$ cat src/rtl/mux_scan_pkg.sv
// +--------------------------------------------------------------------------+
// | mux_scan_pkg : shared constants, state type and bit-search helper.        |
// | Rev 1.0                                                                   |
// +--------------------------------------------------------------------------+
`default_nettype none

package mux_scan_pkg;

  localparam int NCH   = 16;
  localparam int SEL_W = 4;

  typedef enum logic [1:0] {
    IDLE    = 2'd0,
    SETTLE  = 2'd1,
    PRESENT = 2'd2
  } scan_state_t;

  // Descending walk so the lowest set index is the one left standing.
  function automatic logic [SEL_W-1:0] lowest_set(input logic [NCH-1:0] v);
    logic [SEL_W-1:0] idx;
    idx = '0;
    for (int i = NCH - 1; i >= 0; i--) begin
      if (v[i]) begin
        idx = SEL_W'(i);
      end
    end
    return idx;
  endfunction

endpackage

`default_nettype wire

$ cat src/rtl/chan_next_find.sv
// +--------------------------------------------------------------------------+
// | chan_next_find : lowest enabled channel strictly above the current one.   |
// | Rev 1.0                                                                   |
// +--------------------------------------------------------------------------+
`default_nettype none

module chan_next_find
  import mux_scan_pkg::*;
(
  input  logic [NCH-1:0]   mask,
  input  logic [SEL_W-1:0] cur,
  output logic [SEL_W-1:0] nxt,
  output logic             found
);

  always_comb begin
    nxt   = '0;
    found = 1'b0;
    // No wrap-around: only indices above cur are candidates.
    for (int i = NCH - 1; i >= 0; i--) begin
      if (mask[i] && (5'(i) > {1'b0, cur})) begin
        nxt   = SEL_W'(i);
        found = 1'b1;
      end
    end
  end

endmodule

`default_nettype wire

$ cat src/rtl/mux_scan_ctrl.sv
// +--------------------------------------------------------------------------+
// | mux_scan_ctrl : walks a 16:1 mux select over enabled channels, samples    |
// | each after a dwell time and presents the frame on a valid/ready port.     |
// | Rev 1.0                                                                   |
// +--------------------------------------------------------------------------+
`default_nettype none

module mux_scan_ctrl
  import mux_scan_pkg::*;
#(
  parameter int DWELL = 2,
  parameter int CNT_W = 8
) (
  input  logic             clk,
  input  logic             rst,
  input  logic             start,
  input  logic             cont,
  input  logic [NCH-1:0]   chan_mask,
  input  logic             mux_out,
  output logic [SEL_W-1:0] sel,
  output logic [NCH-1:0]   frame_data,
  output logic             frame_valid,
  input  logic             frame_ready,
  output logic             busy
);

  localparam logic [CNT_W-1:0] C_DWELL_LAST = CNT_W'(DWELL - 1);

  scan_state_t      r_state,  w_state_n;
  logic [SEL_W-1:0] r_sel,    w_sel_n;
  logic [CNT_W-1:0] r_cnt,    w_cnt_n;
  logic [NCH-1:0]   r_mask,   w_mask_n;
  logic [NCH-1:0]   r_shadow, w_shadow_n;
  logic [NCH-1:0]   r_data,   w_data_n;
  logic             r_valid,  w_valid_n;
  logic             r_busy,   w_busy_n;

  logic [SEL_W-1:0] w_nxt;
  logic             w_found;

  chan_next_find u_next (
    .mask  (r_mask),
    .cur   (r_sel),
    .nxt   (w_nxt),
    .found (w_found)
  );

  always_ff @(posedge clk or posedge rst) begin
    if (rst) begin
      r_state  <= IDLE;
      r_sel    <= '0;
      r_cnt    <= '0;
      r_mask   <= '0;
      r_shadow <= '0;
      r_data   <= '0;
      r_valid  <= 1'b0;
      r_busy   <= 1'b0;
    end else begin
      r_state  <= w_state_n;
      r_sel    <= w_sel_n;
      r_cnt    <= w_cnt_n;
      r_mask   <= w_mask_n;
      r_shadow <= w_shadow_n;
      r_data   <= w_data_n;
      r_valid  <= w_valid_n;
      r_busy   <= w_busy_n;
    end
  end

  always_comb begin
    w_state_n  = r_state;
    w_sel_n    = r_sel;
    w_cnt_n    = r_cnt;
    w_mask_n   = r_mask;
    w_shadow_n = r_shadow;
    w_data_n   = r_data;
    w_valid_n  = r_valid;
    w_busy_n   = r_busy;

    case (r_state)
      IDLE: begin
        w_sel_n  = '0;
        w_busy_n = 1'b0;
        if (start) begin
          w_mask_n   = chan_mask;
          w_shadow_n = '0;
          w_cnt_n    = '0;
          w_busy_n   = 1'b1;
          if (chan_mask != '0) begin
            w_state_n = SETTLE;
            w_sel_n   = lowest_set(chan_mask);
          end else begin
            w_state_n = PRESENT;
            w_data_n  = '0;
            w_valid_n = 1'b1;
          end
        end
      end

      SETTLE: begin
        if (r_cnt == C_DWELL_LAST) begin
          w_shadow_n[r_sel] = mux_out;
          w_cnt_n           = '0;
          if (w_found) begin
            w_sel_n = w_nxt;
          end else begin
            w_data_n  = w_shadow_n;
            w_valid_n = 1'b1;
            w_state_n = PRESENT;
          end
        end else begin
          w_cnt_n = r_cnt + 1'b1;
        end
      end

      PRESENT: begin
        if (r_valid && frame_ready) begin
          if (cont) begin
            // Rescan straight from the handshake edge with the held mask.
            w_cnt_n    = '0;
            w_shadow_n = '0;
            if (r_mask != '0) begin
              w_state_n = SETTLE;
              w_sel_n   = lowest_set(r_mask);
              w_valid_n = 1'b0;
            end else begin
              // An empty mask produces an all-zero frame immediately again.
              w_data_n  = '0;
              w_valid_n = 1'b1;
            end
          end else begin
            w_state_n = IDLE;
            w_valid_n = 1'b0;
            w_busy_n  = 1'b0;
            w_sel_n   = '0;
          end
        end
      end

      default: begin
        w_state_n = IDLE;
        w_sel_n   = '0;
        w_valid_n = 1'b0;
        w_busy_n  = 1'b0;
      end
    endcase
  end

  assign sel         = r_sel;
  assign frame_data  = r_data;
  assign frame_valid = r_valid;
  assign busy        = r_busy;

endmodule

`default_nettype wire

$ cat config.mk
export PLATFORM = sky130hd
export DESIGN_NAME = mux_scan_ctrl
export DESIGN_NICKNAME = d
export VERILOG_FILES = /design/src/rtl/mux_scan_pkg.sv /design/src/rtl/chan_next_find.sv /design/src/rtl/mux_scan_ctrl.sv
export SDC_FILE = /design/constraint.sdc
export NUM_CORES = 1
export LEC_CHECK = 0
export BUFFER_PORTS_ARGS = -buffer_cell sky130_fd_sc_hd__buf_4
export CORE_MARGIN = 4
export CORE_UTILIZATION = 29
export CTS_CLUSTER_DIAMETER = 30
export CTS_CLUSTER_SIZE = 25
export DETAILED_ROUTE_END_ITERATION = 10
export PLACE_DENSITY = 0.47
export SYNTH_ARGS = -nofsm -noshare
export SYNTH_HDL_FRONTEND = slang
export SYNTH_HIERARCHICAL = 1
export SYNTH_SLANG_ARGS = --single-unit
export TNS_END_PERCENT = 30
$ cat constraint.sdc
create_clock -name clk -period 7.9 [get_ports clk]
set_clock_uncertainty 0.1 [all_clocks]
set_input_delay 1.58 -clock clk [delete_from_list [all_inputs] [get_ports clk]]
set_output_delay 1.58 -clock clk [all_outputs]
set_load 0.05 [all_outputs]
# Word level (Yosys, flattened, before mapping)
# Index checks and enable logic that the tools add are counted.
# classes
bitwise_logic,1
mux,111
eq_ne,13
n_reduce_logical,29
magnitude_cmp,17
add_sub_neg,1
# op_table
operator,count
4-bit 2-to-1 mux,54
16-bit 2-to-1 mux,11
16-bit case mux with 3 select lines,2
"4-bit greater-than comparator, first input constant",8
8-bit 2-to-1 mux,4
16-bit nonzero test,2
1-bit 2-to-1 mux,26
8-bit case mux with 3 select lines,1
1-bit logical AND,17
16-bit bitwise mux,1
"3-bit by 4-bit greater-than comparator with 1-bit output, first input constant",4
"2-bit != test, second input constant",8
5-bit AND reduction,3
2-bit 2-to-1 mux,7
4-bit case mux with 3 select lines,1
"8-bit by 1-bit adder with 8-bit output, second input constant",1
"8-bit by 1-bit == test with 1-bit output, second input constant",1
"2-bit by 4-bit greater-than comparator with 1-bit output, first input constant",2
4-bit AND reduction,2
8-bit AND reduction,1
1-bit case mux with 3 select lines,2
2-bit case mux with 3 select lines,1
"4-bit by 5-bit less-than comparator with 1-bit output, second input constant",1
1-bit demux with 4-bit select,1
other kinds (11),11
# totals
out_inout_bits,22
regBits,64
elab_cells,180

# Longest topological paths before layout
# logic_depth
ltp_word,20
ltp_mapped,16
ltp_nobuf,11

# Cells and area by module
# The synthesis kept the hierarchy.
# modules_own_cells
module,n_inst,cells_each,area_each_um2
mux_scan_ctrl,1,333,3313.2
chan_next_find,1,78,501.7

# Least setup slack after synthesis
# OpenSTA, ideal clock, no wires.
# synth_timing
path_kind,register to register
startpoint,register r_sel[1] (netlist: sel[1])
endpoint,register r_data[0] (netlist: frame_data[0])
synth_period_minus_slack_ns,3.133
path_slack_ns,4.767
arrival_time_ns,2.912
path_stages_with_launch,16
path_cell_list,dfrtp_1 buf_6 nand3_2 o22a_1 a211o_1 nor3_2 nand3b_1 inv_1 a31o_2 o311a_1 buf_2 o31a_1 nand2b_4 buf_6 buf_6 a22o_1
# synth_via
elab_chain_cells,19
elab_cells_between_ends,56
# synth_rtl
item,line_no,text
start: declaration,mux_scan_ctrl.sv:30,"logic [SEL_W-1:0] r_sel, w_sel_n;"
start signal: assignment,mux_scan_ctrl.sv:60,r_sel <= w_sel_n;
4-bit greater-than comparator,chan_next_find.sv:21,"if (mask[i] && (5'(i) > {1'b0, cur})) begin"
1-bit logical AND,chan_next_find.sv:21,
1-bit 2-to-1 mux (14 in a row),chan_next_find.sv:21,
1-bit 2-to-1 mux (*),chan_next_find.sv:21,
named net w_found,mux_scan_ctrl.sv:39,logic w_found;
2-bit != test (no line) (*),n/a,
8-bit AND reduction (no line) (*),n/a,
end signal: assignment,mux_scan_ctrl.sv:64,r_data <= w_data_n;
end: declaration,mux_scan_ctrl.sv:34,"logic [NCH-1:0] r_data, w_data_n;"
# The timed path passes the listed nets; every way through them passes the cells marked *. The select of a mux whose other input is x is not followed.
# A chain may end at the register's enable or synchronous reset.

# Worst setup path in the final report
# Same ends and word-level chain as after synthesis.

==> qor.yml <==
status:
  outcome: "finished, final reports clean"
floorplan:
  core_mm2: 0.0128
  fp.dieW_um: 123
  die_h_um: 123
  start_util_pct: 29.9
  rows: 41
  die-area_mm2: 0.0151
  ios: 44
final_layout:
  nNetsFinal: 469
  n_antenna_cell: 0
  fin_cells: 622
  multi_input_area_mm2: 0.00204
  area_growth_pct: 20.1
  drive_above_1_share_pct: 22.4
  nFillCells: 1304
  ff_latch_area_mm2: 0.00160
  design_area_mm2: 0.00458
critical_path:
  crit_type: "register to register"
  crit_arrival_ns: 4.01
  worstSetupStartpointType: "register"
  crit_required_ns: 8.02
  crit_chain: "nand3_2, o22a_1, a211o_1, nor3_2, nand3b_1, inv_1, a31o_2, o311a_1, o31a_1, nand2b_4, a22o_1"
  cpPeakStageDelay_ns: 0.94
  crit_buf_inv: 1
  cp_slowest_cell: "dfrtp_1"
  critPathMaxFanout: 26
  worst_setup_path_end_kind: "register"
  critical_path.top_delay_family: "compound AO/OA/AOI/OAI gates"
placement:
  gp_congestion: 0.818
  dp_cells: 606
  place_area_mm2: 0.00425
  io_buffers: 43
  dp_slack_ns: 3.98
  dp_hpwl_um: 7040
logic_synthesis:
  yosysMostFrequentCell: "dfrtp_1"
  yosysWarnings: 6
  avgSynthCellArea_um2: 9.28
  synthTopCellsByCount: "dfrtp_1 (64), nor2_1 (46), nand2_1 (35)"
  syn_nets: 435
  ys_types: 65
  syn_inst: 411
  synth_flop_cell: "dfrtp_1"
  netlist_area_mm2: 0.00381
  synthArstFlopShare_pct: 100
  synth_seq_cells: 64
  synth_top_area_share_pct: 42.0
  synth-seq-area-share_pct: 42.0
  synth_area_leaders: "dfrtp_1 (42%), mux2_2 (8.3%), nor2_1 (4.5%)"
  yosys.area.top_type: "dfrtp_1"
  synth_edf_count: 0
clock_network:
  post_cts_buffers: 0
  cts_sinks: 64
  ctsHoldBuffers: 0
  path_clk_slew_ns: 0.06
  cts_tree: "yes"
  clockBufferDepth: 2
  cts_max_level: 3
  clkLatencyLatePin_ns: 0.33
  numCtsBuffers: 9
  cts-root-buf: "clkbuf_16"
  ctsResizeCount: 0
drt:
  viasPerCell: 5.21
  routed_wl_um: 10300
  via_count: 3238
  wl_per_cell_um: 16.6
  drtPass1Iterations: 4
  initialDrtViolationCount: 185
  drc: 0
  ant_nets: 0
global_routing:
  use_met1_pct: 20.3
  grt_antenna_before_repair: 0
  grt_max_degree: 65
  top_usage_layer: "met2"
  grt_pass1_wl_um: 17100
  grt_use_met3_pct: 3.41
  overflow: 0
  grt_pass1_vias: 3216
  met2_usage_pct: 22.5
  grt_usage_pct: 14.5
sta:
  relSlewSlack_pct: 35.0
  fin_setup_tns_ns: 0
  fmax_mhz: 257
  fin_ws_ns: 4.01
  period_needed_ns: 3.89
  setup_violations: 0
  tightest_slew_ns: 0.975
  finalCritPeriodShare_pct: 49.3
  maxSlewViolCount: 0
  rsz0062_at_grt: "false"
  report.final.hold_viol_count: 0
power_and_ir_drop:
  power_density_mw_per_mm2: 182
  ir_drop_mv: 0.111
  p_total_uw: 835
  leakagePower_nw: 2.01
run:
  cap_violations: 0
worst_hold_path:
  hold_class: "register to register"
## logic make-up (layout without fill, tap and decap cells)
group | count (synthesis) | count (layout) | synth area share, %
XOR/XNOR | 5 | 5 | 1.15
AND/OR/NAND/NOR | 148 | 148 | 19.6
flip-flops | 64 | 64 | 42.0
adder cells (fa/ha/maj) | 2 | 2 | 0.656
buffers and inverters | 36 | 75 | 4.56
AO/OA/AOI/OAI | 118 | 118 | 21.1
multiplexers | 38 | 38 | 10.9
## where the power goes
part	internal [mW]	switching (mW)
Clock	0.286	0.153
Sequential	0.333	0.00960
Combinational	0.0234	0.0303
## sequential cells by signal, summed over array words and instances, names as in the netlist
register / cells
r_cnt: 8
sel: 4
frame_data: 16
r_shadow: 16
r_mask: 16
r_state: 2
busy: 1
frame_valid: 1
## final timing paths
check                                        start                         to  cells after the start  slack (ns)
min reg2reg                r_shadow[7]$_DFFE_PP0P_    r_shadow[7]$_DFFE_PP0P_                      1        0.40
min                        r_shadow[7]$_DFFE_PP0P_    r_shadow[7]$_DFFE_PP0P_                      1        0.40
min in group asynchronous                      rst  frame_data[4]$_DFFE_PP0P_                      3        1.40
max reg2reg                     sel[1]$_DFFE_PP0P_  frame_data[0]$_DFFE_PP0P_                     11        4.01
max                             sel[1]$_DFFE_PP0P_  frame_data[0]$_DFFE_PP0P_                     11        4.01
max in group asynchronous                      rst         sel[1]$_DFFE_PP0P_                      3        5.75
## per-stage QoR
stage | hold slack, ns | util, %
floorplan | 0.374 | -
global placement | 0.383 | 33.3
detailed placement | 0.387 | 33.3
CTS | 0.404 | 35.9
global route | 0.416 | 35.9
finish | 0.402 | 35.9
## cell type report
type | instances | share of cell area (%)
clock buffers | 10 | 5.22
clock inverters | 6 | 1.97
inverters | 14 | 1.15
multi-input cells | 311 | 44.6
flip-flops and latches | 64 | 35.0
well taps | 172 | 4.70
repair buffers | 45 | 7.38
## per-layer routing
metal	routed length [um]	up-vias
met5	0	-
met4	107	0
met3	455	8
met2	4700	67
met1	5040	1589
li1	-	1574
## placed cells by master, fill, tap and decap left out, types with 3 or more instances in the layout
| cell | count |
|---|---|
| nand2b_1 | 9 |
| mux2_2 | 28 |
| o22ai_1 | 4 |
| nor3_1 | 11 |
| nor4_1 | 6 |
| xor2_1 | 4 |
| nand4_1 | 3 |
| dfrtp_1 | 64 |
| a31oi_1 | 4 |
| o31ai_1 | 8 |
| a21oi_1 | 24 |
| mux2i_1 | 10 |
| buf_4 | 45 |
| nand3b_1 | 3 |
| nand2_1 | 35 |
| nor2_1 | 46 |
| clkbuf_16 | 9 |
| a211oi_1 | 6 |
| nand3_1 | 6 |
| inv_1 | 11 |
| o211ai_1 | 3 |
| a21o_1 | 3 |
| inv_2 | 3 |
| nor2b_1 | 9 |
| a22o_1 | 17 |
| o31a_1 | 3 |
| o21ai_0 | 25 |
| and2_1 | 3 |
(Power assumes the default switching activity.)
